[config.mk]
export PLATFORM = sky130hd
export DESIGN_NAME = mem_arbiter
export DESIGN_NICKNAME = d
export VERILOG_FILES = /design/src/rtl/mem_arb_pkg.sv /design/src/rtl/mem_arb_sat_counter.sv /design/src/rtl/mem_arbiter.sv
export SDC_FILE = /design/constraint.sdc
export NUM_CORES = 1
export LEC_CHECK = 0
export ABC_CLOCK_PERIOD_IN_PS = 2200
export BUFFER_PORTS_ARGS = -buffer_cell sky130_fd_sc_hd__buf_2
export CORE_AREA = 2 2 129 131
export DETAILED_ROUTE_END_ITERATION = 8
export DIE_AREA = 0 0 131 133
export GPL_TIMING_DRIVEN = 1
export PLACE_DENSITY = 0.55
export SETUP_SLACK_MARGIN = 0.4
export SYNTH_ARGS = -nofsm -noshare
export SYNTH_HDL_FRONTEND = slang
export SYNTH_HIERARCHICAL = 1
export SYNTH_SLANG_ARGS = --single-unit
[constraint.sdc]
create_clock -name clk -period 2.2 [get_ports clk]
set_input_delay 0.22 -clock clk [delete_from_list [all_inputs] [get_ports clk]]
set_output_delay 0.22 -clock clk [all_outputs]
set_load 0.05 [all_outputs]
[src/rtl/mem_arb_pkg.sv]
// Shared types and defaults for the CPU/camera data-memory arbiter.
package mem_arb_pkg;

  typedef enum logic {
    ARB_IDLE = 1'b0,
    ARB_CAM  = 1'b1
  } arb_state_e;

  localparam int unsigned MAX_BURST_DEF    = 8;
  localparam int unsigned STARVE_LIMIT_DEF = 4;

endpackage

[src/rtl/mem_arb_sat_counter.sv]
// Saturating up-counter used to measure how long the camera has been kept waiting.
module mem_arb_sat_counter
  import mem_arb_pkg::*;
#(
  parameter int unsigned WIDTH = 8,
  parameter int unsigned LIMIT = STARVE_LIMIT_DEF
) (
  input  logic             clk,
  input  logic             reset,
  input  logic             inc,
  input  logic             clr,
  output logic [WIDTH-1:0] count
);

  localparam logic [WIDTH-1:0] LIM = WIDTH'(LIMIT);

  // Clear has priority; increments stop once the limit is reached.
  always_ff @(posedge clk) begin
    if (!reset) begin
      count <= '0;
    end else if (clr) begin
      count <= '0;
    end else if (inc && (count < LIM)) begin
      count <= count + WIDTH'(1);
    end
  end

endmodule

[src/rtl/mem_arbiter.sv]
// Single-port data memory arbiter between the CPU memory stage and a camera
// write stream. The camera gets bursts of up to MAX_BURST words; after every
// burst the CPU is offered one turn, and a camera kept waiting STARVE_LIMIT
// cycles overrides normal CPU priority.
// Optional statistics counters are built only when MEM_ARB_STATS_EN is defined.
module mem_arbiter
  import mem_arb_pkg::*;
#(
  parameter int unsigned MAX_BURST    = MAX_BURST_DEF,
  parameter int unsigned STARVE_LIMIT = STARVE_LIMIT_DEF
) (
  input  logic        clk,
  input  logic        reset,
  input  logic        cpu_req,
  input  logic        cpu_we,
  input  logic [31:0] cpu_addr,
  input  logic [31:0] cpu_wdata,
  output logic [31:0] cpu_rdata,
  output logic        cpu_stall,
  input  logic        cam_req,
  input  logic        cam_last,
  input  logic [31:0] cam_addr,
  input  logic [31:0] cam_wdata,
  output logic        cam_ack,
  output logic [31:0] mem_addr,
  output logic [31:0] mem_wdata,
  output logic        mem_we,
  input  logic [31:0] mem_rdata,
  output logic [31:0] stat_cpu_stalls,
  output logic [31:0] stat_cam_words
);

  localparam int unsigned DATA_W     = 32;
  localparam logic [7:0]  BURST_MAX  = 8'(MAX_BURST);
  localparam logic [7:0]  STARVE_MAX = 8'(STARVE_LIMIT);

  arb_state_e  state;
  logic [7:0]  burst_cnt;
  logic [7:0]  burst_next;
  logic [7:0]  starve_cnt;
  logic        cpu_turn;
  logic        cpu_gnt;
  logic        cam_gnt;

  assign burst_next = burst_cnt + 8'd1;

  // Grant decision from registered state and the current requests; nothing
  // is granted while reset is held low.
  always_comb begin
    cpu_gnt = 1'b0;
    cam_gnt = 1'b0;
    if (reset) begin
      if (state == ARB_CAM) begin
        cam_gnt = cam_req;
      end else if (cpu_turn) begin
        cpu_gnt = cpu_req;
      end else if (cam_req && (starve_cnt == STARVE_MAX)) begin
        cam_gnt = 1'b1;
      end else if (cpu_req) begin
        cpu_gnt = 1'b1;
      end else begin
        cam_gnt = cam_req;
      end
    end
  end

  // Memory port steering and requester handshakes for the granted side.
  always_comb begin
    mem_addr  = '0;
    mem_wdata = '0;
    mem_we    = 1'b0;
    cpu_rdata = '0;
    cam_ack   = cam_gnt;
    cpu_stall = reset & cpu_req & ~cpu_gnt;
    if (cpu_gnt) begin
      mem_addr  = cpu_addr;
      mem_wdata = cpu_wdata;
      mem_we    = cpu_we;
      cpu_rdata = mem_rdata;
    end else if (cam_gnt) begin
      mem_addr  = cam_addr;
      mem_wdata = cam_wdata;
      mem_we    = 1'b1;
    end
  end

  // Burst FSM: tracks burst length and hands the CPU a turn after each burst.
  always_ff @(posedge clk) begin
    if (!reset) begin
      state     <= ARB_IDLE;
      burst_cnt <= '0;
      cpu_turn  <= 1'b0;
    end else begin
      if (cpu_gnt || ((state == ARB_IDLE) && !cpu_req)) begin
        cpu_turn <= 1'b0;
      end
      case (state)
        ARB_IDLE: begin
          if (cam_gnt) begin
            if (cam_last || (BURST_MAX == 8'd1)) begin
              cpu_turn <= 1'b1;
            end else begin
              state     <= ARB_CAM;
              burst_cnt <= 8'd1;
            end
          end
        end
        ARB_CAM: begin
          if (!cam_req || cam_last || (burst_next >= BURST_MAX)) begin
            state     <= ARB_IDLE;
            burst_cnt <= '0;
            cpu_turn  <= 1'b1;
          end else begin
            burst_cnt <= burst_next;
          end
        end
        default: begin
          state     <= ARB_IDLE;
          burst_cnt <= '0;
        end
      endcase
    end
  end

  mem_arb_sat_counter #(
    .WIDTH (8),
    .LIMIT (STARVE_LIMIT)
  ) u_starve (
    .clk   (clk),
    .reset (reset),
    .inc   (cam_req & ~cam_gnt),
    .clr   (cam_gnt | ~cam_req),
    .count (starve_cnt)
  );

`ifdef MEM_ARB_STATS_EN
  logic [DATA_W-1:0] cpu_stalls_q;
  logic [DATA_W-1:0] cam_words_q;

  // Free-running wrap-around event counters.
  always_ff @(posedge clk) begin
    if (!reset) begin
      cpu_stalls_q <= '0;
      cam_words_q  <= '0;
    end else begin
      if (cpu_stall) cpu_stalls_q <= cpu_stalls_q + DATA_W'(1);
      if (cam_ack)   cam_words_q  <= cam_words_q + DATA_W'(1);
    end
  end

  assign stat_cpu_stalls = cpu_stalls_q;
  assign stat_cam_words  = cam_words_q;
`else
  assign stat_cpu_stalls = '0;
  assign stat_cam_words  = '0;
`endif

endmodule

* Yosys cells after proc, flatten, opt, wreduce, memory -nomap -nowiden
Cells that the tools add are included.
** Storage, ports and cells
- Bits in registers :: 18
- Output and inout bits :: 163
- Word-level logic and storage cells :: 60
** Operators by class
- Add/sub/neg operators :: 2
- Magnitude comparators :: 2
- Equality and inequality tests :: 3
- Muxes and demuxes :: 30
- Bitwise operators :: 9
- Reduce and logical (&&, ||, !) cells :: 10
** Operators by type and width (number)
- two-way mux 32 bit :: 5
- two-way mux 8 bit :: 3
- two-way mux 1 bit :: 19
- adder 8 x 1 -> 8 bit, second input constant :: 2
- one-hot mux 8 bit (2 select lines) :: 1
- == test 8 x 3 -> 1 bit, second input constant :: 1
- >= comparator 8 x 4 -> 1 bit, second input constant :: 1
- < comparator 8 x 3 -> 1 bit, second input constant :: 1
- inverter 1 bit :: 5
- != test 2 bit, second input constant :: 2
- one-hot mux 1 bit (2 select lines) :: 2
- bitwise AND 1 bit :: 3
- logical AND 1 bit :: 3
- logical OR 1 bit :: 3
- zero test 1 bit :: 2
- AND reduction 2 bit :: 1
- OR reduction 2 bit :: 1
- bitwise OR 1 bit :: 1

* Logic depth before layout (Yosys ltp)
- Depth in word-level cells :: 11
- Mapped depth :: 8

* Modules after synthesis
The synthesis kept the hierarchy.
** By module, submodules not included
- mem_arbiter :: times used 1, cells each 245, area an instance 1910.6 µm², sequential area each 200.2 µm²
- mem_arb_sat_counter :: times used 1, cells each 28, area an instance 290.3 µm², sequential area each 160.2 µm²

* Worst setup path after synthesis
Ideal clock, no wire load.
- Path type :: register to output
- Start :: register u_starve.count[5]
- End :: output mem_addr[23]
- Arrival time :: 2010 ps
- Slack :: -30 ps
- Cell stages (with the launch flop) :: 7
- Path buffers :: 1
- Cell sequence :: dfxtp_1 > nor4b_2 > a31oi_1 > a21bo_2 > a21oi_2 > buf_2 > a22o_1
** On the way
- Longest elaborated chain between the ends :: 8
** Ends and longest elaborated chain
- start, declared :: RTL line mem_arb_sat_counter.sv:12 : output logic [WIDTH-1:0] count
- start signal, assigned :: RTL line mem_arb_sat_counter.sv:24 : count <= count + WIDTH'(1);
- == test 8 x 3 -> 1 bit :: RTL line mem_arbiter.sv:57 : end else if (cam_req && (starve_cnt == STARVE_MAX)) begin
- logical AND 1 bit :: RTL line mem_arbiter.sv:57
- two-way mux 1 bit :: RTL line mem_arbiter.sv:57
- two-way mux 1 bit :: RTL line mem_arbiter.sv:55 : end else if (cpu_turn) begin
- two-way mux 1 bit :: RTL line mem_arbiter.sv:53 : if (state == ARB_CAM) begin
- two-way mux 1 bit :: RTL line mem_arbiter.sv:52 : if (reset) begin
- via cam_ack :: RTL line mem_arbiter.sv:24 : output logic cam_ack,
- two-way mux 32 bit :: RTL line mem_arbiter.sv:80 : end else if (cam_gnt) begin
- two-way mux 32 bit :: RTL line mem_arbiter.sv:75 : if (cpu_gnt) begin
- end, declared :: RTL line mem_arbiter.sv:25 : output logic [31:0] mem_addr,
The timed path passes the listed nets, and every way through them passes these cells.

* Final worst setup path
- Start :: register u_starve.count[0]
- End :: output mem_addr[27]
** On the way
- Longest elaborated chain between the ends :: 8
** Ends and longest elaborated chain (RTL line)
- == test 8 x 3 -> 1 bit (*) :: mem_arbiter.sv:57
- logical AND 1 bit (*) :: mem_arbiter.sv:57
- two-way mux 1 bit :: mem_arbiter.sv:57
- two-way mux 1 bit :: mem_arbiter.sv:55
- two-way mux 1 bit :: mem_arbiter.sv:53
- two-way mux 1 bit :: mem_arbiter.sv:52
- two-way mux 32 bit :: mem_arbiter.sv:80
- two-way mux 32 bit (*) :: mem_arbiter.sv:75
Mark *: on every way between the ends. The rest lies on a longest branch, timed or not.

==> reports/qor.txt <==
Routed vias/inst = 3.78
Initial DRT Pass Iterations = 4
Grt ovf = 0
Gpl congestion = 0.756
R2R cell count = 8
Sink Count = 18
Top cells by area, synth = a22o_1 25%, buf_4 22%, dfxtp_1 16%, and2_1 11%, buf_6 2.0%
Mapped Cells = 273
# rows = 47
Failing checks = negative setup slack
Cell Chain, Critical Path = nor4_4 > a31oi_1 > a21bo_2 > a21oi_4 > buf_12 > buf_12 > clkbuf_16 > a22o_4 > buf_8
Clock slew at reported path FFs = 50 ps
Cell variety after synth = 39
Worst skew pair latency = 250 ps
R2R setup slack = 490 ps
Flop pwr share = 0.141
DR DRC count = 0
Setup CP Type = reg -> out
Vias in the first global route = 2804
Ys Warns = 6
Critical path peak fanout = 7
Antenna Nets Post-Route = 0
#FFs+latches synth = 18
Async set or reset register ratio after synthesis = 0
PortBufs = 264
Number of diodes = 0
Final Instance Area = 0.00586 mm^2
Worst hold path depth = 2
Worst path top cell family by delay = compound AO/OA/AOI/OAI gates
P_int = 1.29 mW
Unrepaired setup endpoints after global routing = yes
Layout Utilization = 0.362
Sequential area share after synthesis = 0.164
Period utilisation layout = 1.05
Fill count = 1583
Initial detailed-routing violation count = 101
Area leader, netlist = a22o_1
Leakage power = 2.95 nW
Initial antenna violation count = 0
Final-report hold violation count = 0
Hold Buf Count CTS = 0
Placed instance area = 0.00418 mm^2
Required @ worst endpoint = 1980 ps
Share of cells above drive strength 1 = 0.760
Switching Fraction = 0.455
Clock power frac = 0.168
Tot Pwr = 2.37 mW
HP Class = in -> reg
Commonest cells after routing, fill and taps aside = 165 x buf_2, 91 x buf_8, 64 x conb_1
Chip width = 131 um
Max_cap viols = 0
Via count = 2954
Die Footprint = 0.0174 mm^2
Top cell type's share of synthesized area = 0.255
Max stage delay on crit path = 330 ps
Most used cell, CP = buf_12
Final clock skew = 3.11 ps
Arrival @ worst endpoint = 2080 ps
Routed wire length per instance = 15.3 um
Die Y-Extent = 133 um
Startpoint Class = flip-flop
Pre-CTS setup slack = 83.1 ps
First-pass GRT wire length = 15200 um
Syn_area_per_cell = 8.06 um^2
CTS tree = yes
Slowest library cell on the worst path = dfxtp_2
Final setup vio count = 59
Status = finished, violations left
Final wirelength = 12000 um
Most common cell after layout, fill and taps aside = buf_2
Boundary Pins = 329
Maximum clock path buffer count = 2
Final nets = 732
Root buffer cell = clkbuf_16
Largest net degree at the start of global routing = 23
Worst Hold Slack = 275 ps
Post-synth EDFFs = 0
Tmin final = 2300 ps
CTS H-tree lvls = 1
Slew Viols, Final = 0
Total CTS buffers = 3
Main synth FF type = dfxtp_1
Total Routing Usage GR = 0.112
PnR worst setup slack = -102 ps
Sw power = 1.08 mW
Pwr per Cell Area = 405 mW/mm^2
Syn Std Cell Area = 0.00220 mm^2
Hold endpoint = state
R2r startpoint = u_starve/count[0]
HP Start = cam_last
Buffers and inverters on the worst path = 4
CP Capture Type = output port
Combinational share of power = 0.690
Core ar. = 0.0162 mm^2
R2r endpoint = u_starve/count[0]
DP Wirelength = 8300 um
Layout area overhead = 166%
Max Clk Rate = 0.434 GHz
Initial core utilization = 0.136
Worst vdd ir = 0.000391 V
-- cells in the mapped netlist, drive strengths merged (2+ instances only) --
| library cell | instances |
|---|---|
| buf | 73 |
| a22o | 64 |
| and2 | 41 |
| dfxtp | 18 |
| nand2 | 12 |
| clkbuf | 9 |
| nor2 | 7 |
| inv | 6 |
| o21ai | 5 |
| ha | 3 |
| nor2b | 3 |
| nor4 | 3 |
| o22ai | 3 |
| a2111oi | 2 |
| a21o | 2 |
| and3 | 2 |
| mux2i | 2 |
| nor3 | 2 |
| nor4b | 2 |
-- worst max-delay path by stage --
stage	start	to	cells past startpoint
after floorplan	u_starve/count[0]	mem_addr[0]	7
after global placement	u_starve/count[0]	mem_wdata[9]	7
after detailed placement	u_starve/count[0]	mem_wdata[31]	7
after CTS	u_starve/count[6]	mem_addr[30]	9
after global routing	u_starve/count[6]	mem_addr[4]	9
final	u_starve/count[0]	mem_addr[27]	9
-- area by class of cell --
type                    instances  area, um^2  share of cell area
clock buffers                   4        88.8              0.0152
inverters                       6        22.5             0.00384
multi-input cells             230        2090               0.358
flip-flops and latches         18         373              0.0636
well taps                     220         275              0.0470
repair buffers                304        3000               0.513
-- logic make-up (layout without fill, tap and decap cells) --
logic type	count (synthesis)	in the layout	share of synthesized area
buf+inv	88	314	0.277
compound gates	82	82	0.317
flops	18	18	0.164
fa+ha+maj	3	3	0.0171
simple gates	79	79	0.214
other cells	1	64	0.00170
mux	2	2	0.00910
-- metal layers --
metal	part of all wire	routed length, um	vias to the layer above	global-route usage
li1	-	-	1442	-
met1	0.41	4960	1375	0.146
met2	0.52	6250	129	0.201
met3	0.058	699	8	0.0113
met4	0.0068	82	0	0.0189
met5	0	0	-	0
-- per-stage QoR --
step | TNS, ps | instances
detailed placement | 0 | 754
global route | -7270 | 782
floorplan | 0 | 336
finish | -3830 | 782
global placement | 0 | 754
CTS | -4310 | 772
-- worst reg2reg max path, delay by kind of cell (launching register included) --
family	cells	cell delay, ps
DFF	1	330
AOI/OAI and AO/OA	2	380
buffers and inverters	1	50
and+or+nand+nor	4	680
muxes	1	200
-- registers in the layout, indices dropped and copies added (netlist names) --
register        cells
state               1
cpu_turn            1
u_starve/count      8
burst_cnt           8
-- power groups by stage --
stage                     Combinational [mW]  Sequential, mW  Clock, mW
after detailed placement                1.23           0.342          0
after global placement                  1.23           0.342          0
after global routing                    1.70           0.336      0.417
final                                   1.64           0.335      0.400
after floorplan                         1.00           0.341          0
after CTS                               1.53           0.335      0.409
-- repair_timing --
action                                  in CTS  in global routing
pin swaps                                    1                 27
gates cloned                                 6                  7
resized for setup                          266                 85
endpoints found under the setup margin      99                107
buffers inserted                             8                  3
No activity file was read; power rests on OpenSTA's default activity.
